`src/rtl/bcd_serial_adder_pkg.sv`:
```
// Shared types and constants for the serial packed-BCD adder.
// BCD_DIGIT_CHECK_EN enables invalid-digit detection (err output).
package bcd_serial_adder_pkg;

  typedef enum logic [1:0] {
    ST_IDLE = 2'd0,
    ST_RUN  = 2'd1,
    ST_DONE = 2'd2
  } state_t;

  localparam logic [3:0] BCD_MAX     = 4'd9;
  localparam logic [3:0] BCD_ADJ     = 4'd6;
  localparam int         BCD_DIGIT_W = 4;

  function automatic logic bad_digit(
    input logic [3:0] d
  );
    return d > BCD_MAX;
  endfunction

endpackage

```
`src/rtl/bcd_serial_adder_if.sv`:
```
// Operand/result handshake bundle for the serial BCD adder.
// master drives operands and out_ready; slave is the adder.
interface bcd_serial_adder_if #(
  parameter int DIGITS = 4
);

  logic                  in_valid;
  logic                  in_ready;
  logic [4*DIGITS-1:0]   a;
  logic [4*DIGITS-1:0]   b;
  logic                  cin;
  logic                  out_valid;
  logic                  out_ready;
  logic [4*DIGITS-1:0]   sum;
  logic                  cout;
  logic                  busy;
  logic                  err;

  modport master (
    output in_valid, a, b, cin, out_ready,
    input  in_ready, out_valid, sum, cout,
    input  busy, err
  );

  modport slave (
    input  in_valid, a, b, cin, out_ready,
    output in_ready, out_valid, sum, cout,
    output busy, err
  );

endinterface

```
`src/rtl/bcd_digit_add.sv`:
```
// Single-digit decimal adder with +6 correction.
// invalid reports a non-BCD input only under BCD_DIGIT_CHECK_EN.
module bcd_digit_add
  import bcd_serial_adder_pkg::*;
(
  input  logic [3:0] a,
  input  logic [3:0] b,
  input  logic       cin,
  output logic [3:0] s,
  output logic       cout,
  output logic       invalid
);

  logic [4:0] t;

  assign t = {1'b0, a} + {1'b0, b}
           + {4'b0, cin};

  // t > 9 as gates: any of 16..31, or 10..15
  assign cout = t[4] | (t[3] & (t[2] | t[1]));

  assign s = cout ? t[3:0] + BCD_ADJ
                  : t[3:0];

`ifdef BCD_DIGIT_CHECK_EN
  assign invalid = bad_digit(a) | bad_digit(b);
`else
  assign invalid = 1'b0;
`endif

endmodule

```
`src/rtl/bcd_serial_adder.sv`:
```
// Serial packed-BCD adder: one digit per clock, LSD first.
// BCD_DIGIT_CHECK_EN enables the sticky invalid-digit err flag.
module bcd_serial_adder
  import bcd_serial_adder_pkg::*;
#(
  parameter int DIGITS = 4,
  parameter int CW     = 3
) (
  input  logic           clk,
  input  logic           rst_n,
  bcd_serial_adder_if.slave io
);

  localparam int W = BCD_DIGIT_W * DIGITS;

  state_t          state_q;
  state_t          state_d;
  logic [CW-1:0]   cnt_q;
  logic [W-1:0]    a_q;
  logic [W-1:0]    b_q;
  logic [W-1:0]    sum_q;
  logic            carry_q;
  logic            cout_q;
  logic            err_q;

  logic [3:0]      dig_s;
  logic            dig_co;
  logic            dig_inv;
  logic            last;
  logic            accept;

  assign last   = cnt_q == CW'(DIGITS - 1);
  assign accept = (state_q == ST_IDLE)
                & io.in_valid;

  bcd_digit_add u_dig (
    .a       (a_q[3:0]),
    .b       (b_q[3:0]),
    .cin     (carry_q),
    .s       (dig_s),
    .cout    (dig_co),
    .invalid (dig_inv)
  );

  always_ff @(posedge clk or negedge rst_n) begin
    if (!rst_n) begin
      state_q <= ST_IDLE;
    end else begin
      state_q <= state_d;
    end
  end

  always_comb begin
    state_d = state_q;
    unique case (state_q)
      ST_IDLE: if (io.in_valid)  state_d = ST_RUN;
      ST_RUN:  if (last)         state_d = ST_DONE;
      ST_DONE: if (io.out_ready) state_d = ST_IDLE;
      default:                   state_d = ST_IDLE;
    endcase
  end

  // operands shift right so the active digit is always [3:0]
  always_ff @(posedge clk or negedge rst_n) begin
    if (!rst_n) begin
      cnt_q   <= '0;
      a_q     <= '0;
      b_q     <= '0;
      sum_q   <= '0;
      carry_q <= 1'b0;
      cout_q  <= 1'b0;
      err_q   <= 1'b0;
    end else if (accept) begin
      cnt_q   <= '0;
      a_q     <= io.a;
      b_q     <= io.b;
      sum_q   <= '0;
      carry_q <= io.cin;
      cout_q  <= 1'b0;
      err_q   <= 1'b0;
    end else if (state_q == ST_RUN) begin
      cnt_q   <= cnt_q + CW'(1);
      a_q     <= a_q >> BCD_DIGIT_W;
      b_q     <= b_q >> BCD_DIGIT_W;
      sum_q   <= (sum_q >> BCD_DIGIT_W)
               | (W'(dig_s) << (W - BCD_DIGIT_W));
      carry_q <= dig_co;
      err_q   <= err_q | dig_inv;
      if (last) begin
        cout_q <= dig_co;
      end
    end
  end

  assign io.in_ready  = state_q == ST_IDLE;
  assign io.busy      = state_q != ST_IDLE;
  assign io.out_valid = state_q == ST_DONE;
  assign io.sum       = sum_q;
  assign io.cout      = cout_q;
  assign io.err       = err_q;

endmodule

```
`src/flat_wrapper.sv`:
```
// flat-port wrapper written by rule: the top's interface ports become plain ports
module bcd_serial_adder_flat import bcd_serial_adder_pkg::*;
#(
  parameter int DIGITS = 4,
  parameter int CW     = 3
)
  (clk, rst_n, io_in_valid, io_a, io_b, io_cin, io_out_ready, io_in_ready, io_out_valid, io_sum, io_cout, io_busy, io_err);
  bcd_serial_adder_if #(.DIGITS(DIGITS)) io_i ();
  input  logic clk;
  input  logic rst_n;
  input wire logic [$bits(io_i.in_valid)-1:0] io_in_valid;
  input wire logic [$bits(io_i.a)-1:0] io_a;
  input wire logic [$bits(io_i.b)-1:0] io_b;
  input wire logic [$bits(io_i.cin)-1:0] io_cin;
  input wire logic [$bits(io_i.out_ready)-1:0] io_out_ready;
  output wire logic [$bits(io_i.in_ready)-1:0] io_in_ready;
  output wire logic [$bits(io_i.out_valid)-1:0] io_out_valid;
  output wire logic [$bits(io_i.sum)-1:0] io_sum;
  output wire logic [$bits(io_i.cout)-1:0] io_cout;
  output wire logic [$bits(io_i.busy)-1:0] io_busy;
  output wire logic [$bits(io_i.err)-1:0] io_err;
  assign io_i.in_valid = io_in_valid;
  assign io_i.a = io_a;
  assign io_i.b = io_b;
  assign io_i.cin = io_cin;
  assign io_i.out_ready = io_out_ready;
  assign io_in_ready = io_i.in_ready;
  assign io_out_valid = io_i.out_valid;
  assign io_sum = io_i.sum;
  assign io_cout = io_i.cout;
  assign io_busy = io_i.busy;
  assign io_err = io_i.err;
  bcd_serial_adder #(.DIGITS(DIGITS), .CW(CW)) u_core (.clk(clk), .rst_n(rst_n), .io(io_i));
endmodule
```
`config.mk`:
```
export PLATFORM = sky130hd
export DESIGN_NAME = bcd_serial_adder_flat
export DESIGN_NICKNAME = d
export VERILOG_FILES = /design/src/rtl/bcd_serial_adder_pkg.sv /design/src/rtl/bcd_serial_adder_if.sv /design/src/rtl/bcd_digit_add.sv /design/src/rtl/bcd_serial_adder.sv /design/src/flat_wrapper.sv
export SDC_FILE = /design/constraint.sdc
export NUM_CORES = 1
export LEC_CHECK = 0
export ABC_AREA = 1
export CAP_MARGIN = 0
export CORE_ASPECT_RATIO = 1.2
export CORE_MARGIN = 1
export CORE_UTILIZATION = 43
export CTS_BUF_LIST = sky130_fd_sc_hd__clkbuf_8
export CTS_CLUSTER_DIAMETER = 80
export DETAILED_ROUTE_END_ITERATION = 8
export GPL_TIMING_DRIVEN = 1
export PLACE_DENSITY = 0.73
export SLEW_MARGIN = 20
export SYNTH_ARGS = -nofsm -noshare
export SYNTH_HDL_FRONTEND = slang
export SYNTH_HIERARCHICAL = 1
export SYNTH_SLANG_ARGS = --single-unit
```
`constraint.sdc`:
```
create_clock -name clk -period 2.9 [get_ports clk]
set_clock_uncertainty 0.05 [all_clocks]
set_input_delay 0.435 -clock clk [delete_from_list [all_inputs] [get_ports clk]]
set_output_delay 0.435 -clock clk [all_outputs]
set_load 0.02 [all_outputs]
```
==> run_results.csv <==
group,metric,value,unit
logic_synthesis,synth_top_family_by_area,"simple AND/OR/NAND/NOR gates",
logic_synthesis,post_synth_num_cell_types,26,
timing,fin_ws,408,ps
global_route,grt-ovfl-total,0,
floorplan,die_h,89.5,um
timing,tns,0,ps
status,status,"completed",
route,first_iter_violations,81,
placement,hpwl,3.67,mm
clock_tree,cts_buffer_depth,2,
logic_synthesis,synth-compound-area-share,1.96,%
clock_tree,cts_setup_buffers,0,
logic_synthesis,synth.avg_cell_area,8.42,um2
placement,dp.cells,451,
logic_synthesis,seq_area_frac_synth,51.0,%
power_and_ir_drop,power.density,1100,nW/um2
floorplan,initial_core_util,45.1,%
power_and_ir_drop,combPwrFrac,52.6,%
clock_tree,clockRootBuffer,"clkbuf_8",
timing,tightest_slew,776,ps
power_and_ir_drop,p_leak,1.70,nW
clock_tree,clk_latency,310,ps
power_and_ir_drop,p_seq_share,35.5,%
logic_synthesis,synth_adder_area_share,4.65,%
logic_synthesis,syn_inst,326,
route,via_per_inst,4.80,
worst_setup_path,crit_required,3100,ps
flow_run,cap_violations,0,
placement,place.gp.congestion,0.762,
timing,rsz0062_at_grt,"no",
timing,setup_viol_count_final,0,
clock_tree,postCtsHoldBufs,0,
clock_tree,path_clk_slew,100,ps
timing,period_minus_slack,2490,ps
placement,placed_cell_area,3300,um2
finish,drive_above_1_share,5.84,%
power_and_ir_drop,max-vdd-ir-drop,0.478,mV
logic_synthesis,synthSimpleGateAreaFrac,33.7,%
power_and_ir_drop,p_sw,1.64,mW
finish,final_common_cell,"nand2_1",
floorplan,fp.coreArea,6090,um2
finish,nNetsFinal,422,
logic_synthesis,syn_area,2750,um2
logic_synthesis,ys_seq_elements,56,
global_route,grt_use_total,18.2,%
finish,stdcell_area,3390,um2
worst_setup_path,worstSetupEndpointType,"flip-flop",
power_and_ir_drop,p_int,2.09,mW
clock_tree,cts_tree,"built",
logic_synthesis,muxShareOfSynthArea,0,%
timing,finalCritPeriodShare,85.9,%
route,vias,2202,
route,drc_errors,0,
clock_tree,cts_buffers,5,
route,wirelength,5.33,mm
timing,fmax,401,MHz
placement,portBuffers,57,
floorplan,dieArea,6710,um2
floorplan,pin_count,58,
power_and_ir_drop,clkPwrFrac,11.9,%
route,dr.pass1.iters,4,
floorplan,rows,31,
clock_tree,htree_levels,2,
logic_synthesis,yosys_warnings,6,
finish,fin_cells,459,
timing,relSlewSlack,48.3,%
finish,regArea,1400,um2
worst_setup_path,startpoint_type,"flip-flop",
finish,multi_input_comb_area,1120,um2
power_and_ir_drop,swShare,44.0,%
route,ant_nets,0,
worst_setup_path,worstPathArrival,2690,ps
finish,final_cell_mix,"nand2_1, nand3_1, clkdlybuf4s50_1, dfrtp_1, inv_1",
placement,pre_cts_slack,431,ps
hold_path,hold_class,"primary input to asynchronous set/reset pin",
worst_setup_path,worstSetupPathType,"flip-flop to flip-flop",
timing,slew_violations,0,
floorplan,die_w,74.9,um
global_route,antenna_found_initial,0,
finish,diodes,0,
clock_tree,cts_resized,0,
global_route,grt_pass1_wl,9.33,mm
clock_tree,cts_sinks,56,
global_route,first_global_vias,2096,
timing,finalHoldViolations,0,
worst_setup_path,cp_max_fo,5,
global_route,grt_max_degree,53,
route,wl_per_cell,11.6,um
finish,area_delta_synth_final,23.7,%
logic_synthesis,syn_nets,372,
finish,fillers,606,
finish,fin_util,55.7,%
logic_synthesis,synth_xor_area_share,0.319,%
[cell usage after synthesis]
master	instances	share of area, %
a21oi_1	2	0.36
buf_1	1	0.14
buf_2	5	0.91
buf_4	1	0.27
buf_6	9	3.7
clkbuf_1	2	0.27
conb_1	1	0.14
dfrtp_1	56	51
fa_1	2	1.5
ha_1	7	3.2
inv_1	18	2.5
inv_2	3	0.41
nand2_1	135	18
nand2_2	1	0.23
nand2_4	1	0.41
nand3_1	66	12
nand3_2	2	0.73
nand3b_1	1	0.27
nand4_1	2	0.46
nor2_1	3	0.41
nor2_8	1	0.73
o21ai_0	3	0.55
o21ai_1	1	0.18
o21ai_4	1	0.59
o31ai_1	1	0.27
xnor2_1	1	0.32
[path summary, 6_finish.rpt]
| path | from | end | slack (ps) | cells past startpoint |
|---|---|---|---|---|
| min reg2reg | u_core/io.sum[1]$_DFFE_PN0P_ | u_core/io.sum[1]$_DFFE_PN0P_ | 430 | 2 |
| min in group clk | u_core/io.sum[1]$_DFFE_PN0P_ | u_core/io.sum[1]$_DFFE_PN0P_ | 430 | 2 |
| max | u_core/a_q[0]$_DFFE_PN0P_ | u_core/io.cout$_DFFE_PN0P_ | 410 | 13 |
| max reg2reg | u_core/a_q[0]$_DFFE_PN0P_ | u_core/io.cout$_DFFE_PN0P_ | 410 | 13 |
| max in group asynchronous | rst_n | u_core/a_q[5]$_DFFE_PN0P_ | 1890 | 2 |
| min | rst_n | u_core/io.sum[4]$_DFFE_PN0P_ | 140 | 1 |
[state kept, by name, indices dropped and copies added (netlist names)]
| register | cells |
|---|---|
| u_core/state_q | 2 |
| u_core/a_q | 16 |
| u_core/carry_q | 1 |
| u_core/b_q | 16 |
| u_core/io.cout | 1 |
| u_core/io.sum | 16 |
| u_core/cnt_q | 3 |
| u_core/io.err | 1 |
[critical path: stages, from the launching register on]
cell     delay, ps
dfrtp_1        360
inv_1           60
fa_1           460
fa_1           420
xnor2_1        200
inv_1          100
ha_1           230
inv_1           70
nand3_2        100
nand2_2        120
inv_1           60
nand4_1         80
nand2_1         60
nor2_1          70
[area by class of cell]
cell class | instances | area share [%]
clock inverters | 2 | 0.405
repair buffers | 61 | 17.5
clock buffers | 6 | 2.43
well taps | 82 | 3.02
inverters | 21 | 2.32
multi-input cells | 231 | 33.0
flip-flops and latches | 56 | 41.3
[metal layers]
| metal | part of all wire, % | vias to the layer above | GRT usage, % |
|---|---|---|---|
| li1 | - | 1128 | - |
| met1 | 46 | 993 | 22.6 |
| met2 | 47 | 75 | 31.1 |
| met3 | 6.4 | 6 | 4.51 |
| met4 | 0.77 | 0 | 5.66 |
| met5 | 0 | - | 0 |
[stage by stage]
step                      hold WS [ps]  total power, mW
after detailed placement           409             3.31
after floorplan                   89.4             2.83
after CTS                          165             3.77
after global placement             402             3.23
after global routing               198             4.09
final                              142             3.73
[power groups by stage]
stage | sequential, mW | clock (mW) | combinational [mW]
floorplan | 1.40 | 0 | 1.43
global placement | 1.33 | 0 | 1.90
detailed placement | 1.34 | 0 | 1.97
CTS | 1.33 | 0.466 | 1.98
global route | 1.37 | 0.495 | 2.23
finish | 1.32 | 0.445 | 1.96
[logic make-up after synthesis]
family / count (synthesis)
flip-flops: 56
AO/OA/AOI/OAI: 8
AND/OR/NAND/NOR: 212
adder cells (fa/ha/maj): 9
other: 1
buffers and inverters: 39
XOR/XNOR: 1
(Power assumes the default switching activity.)
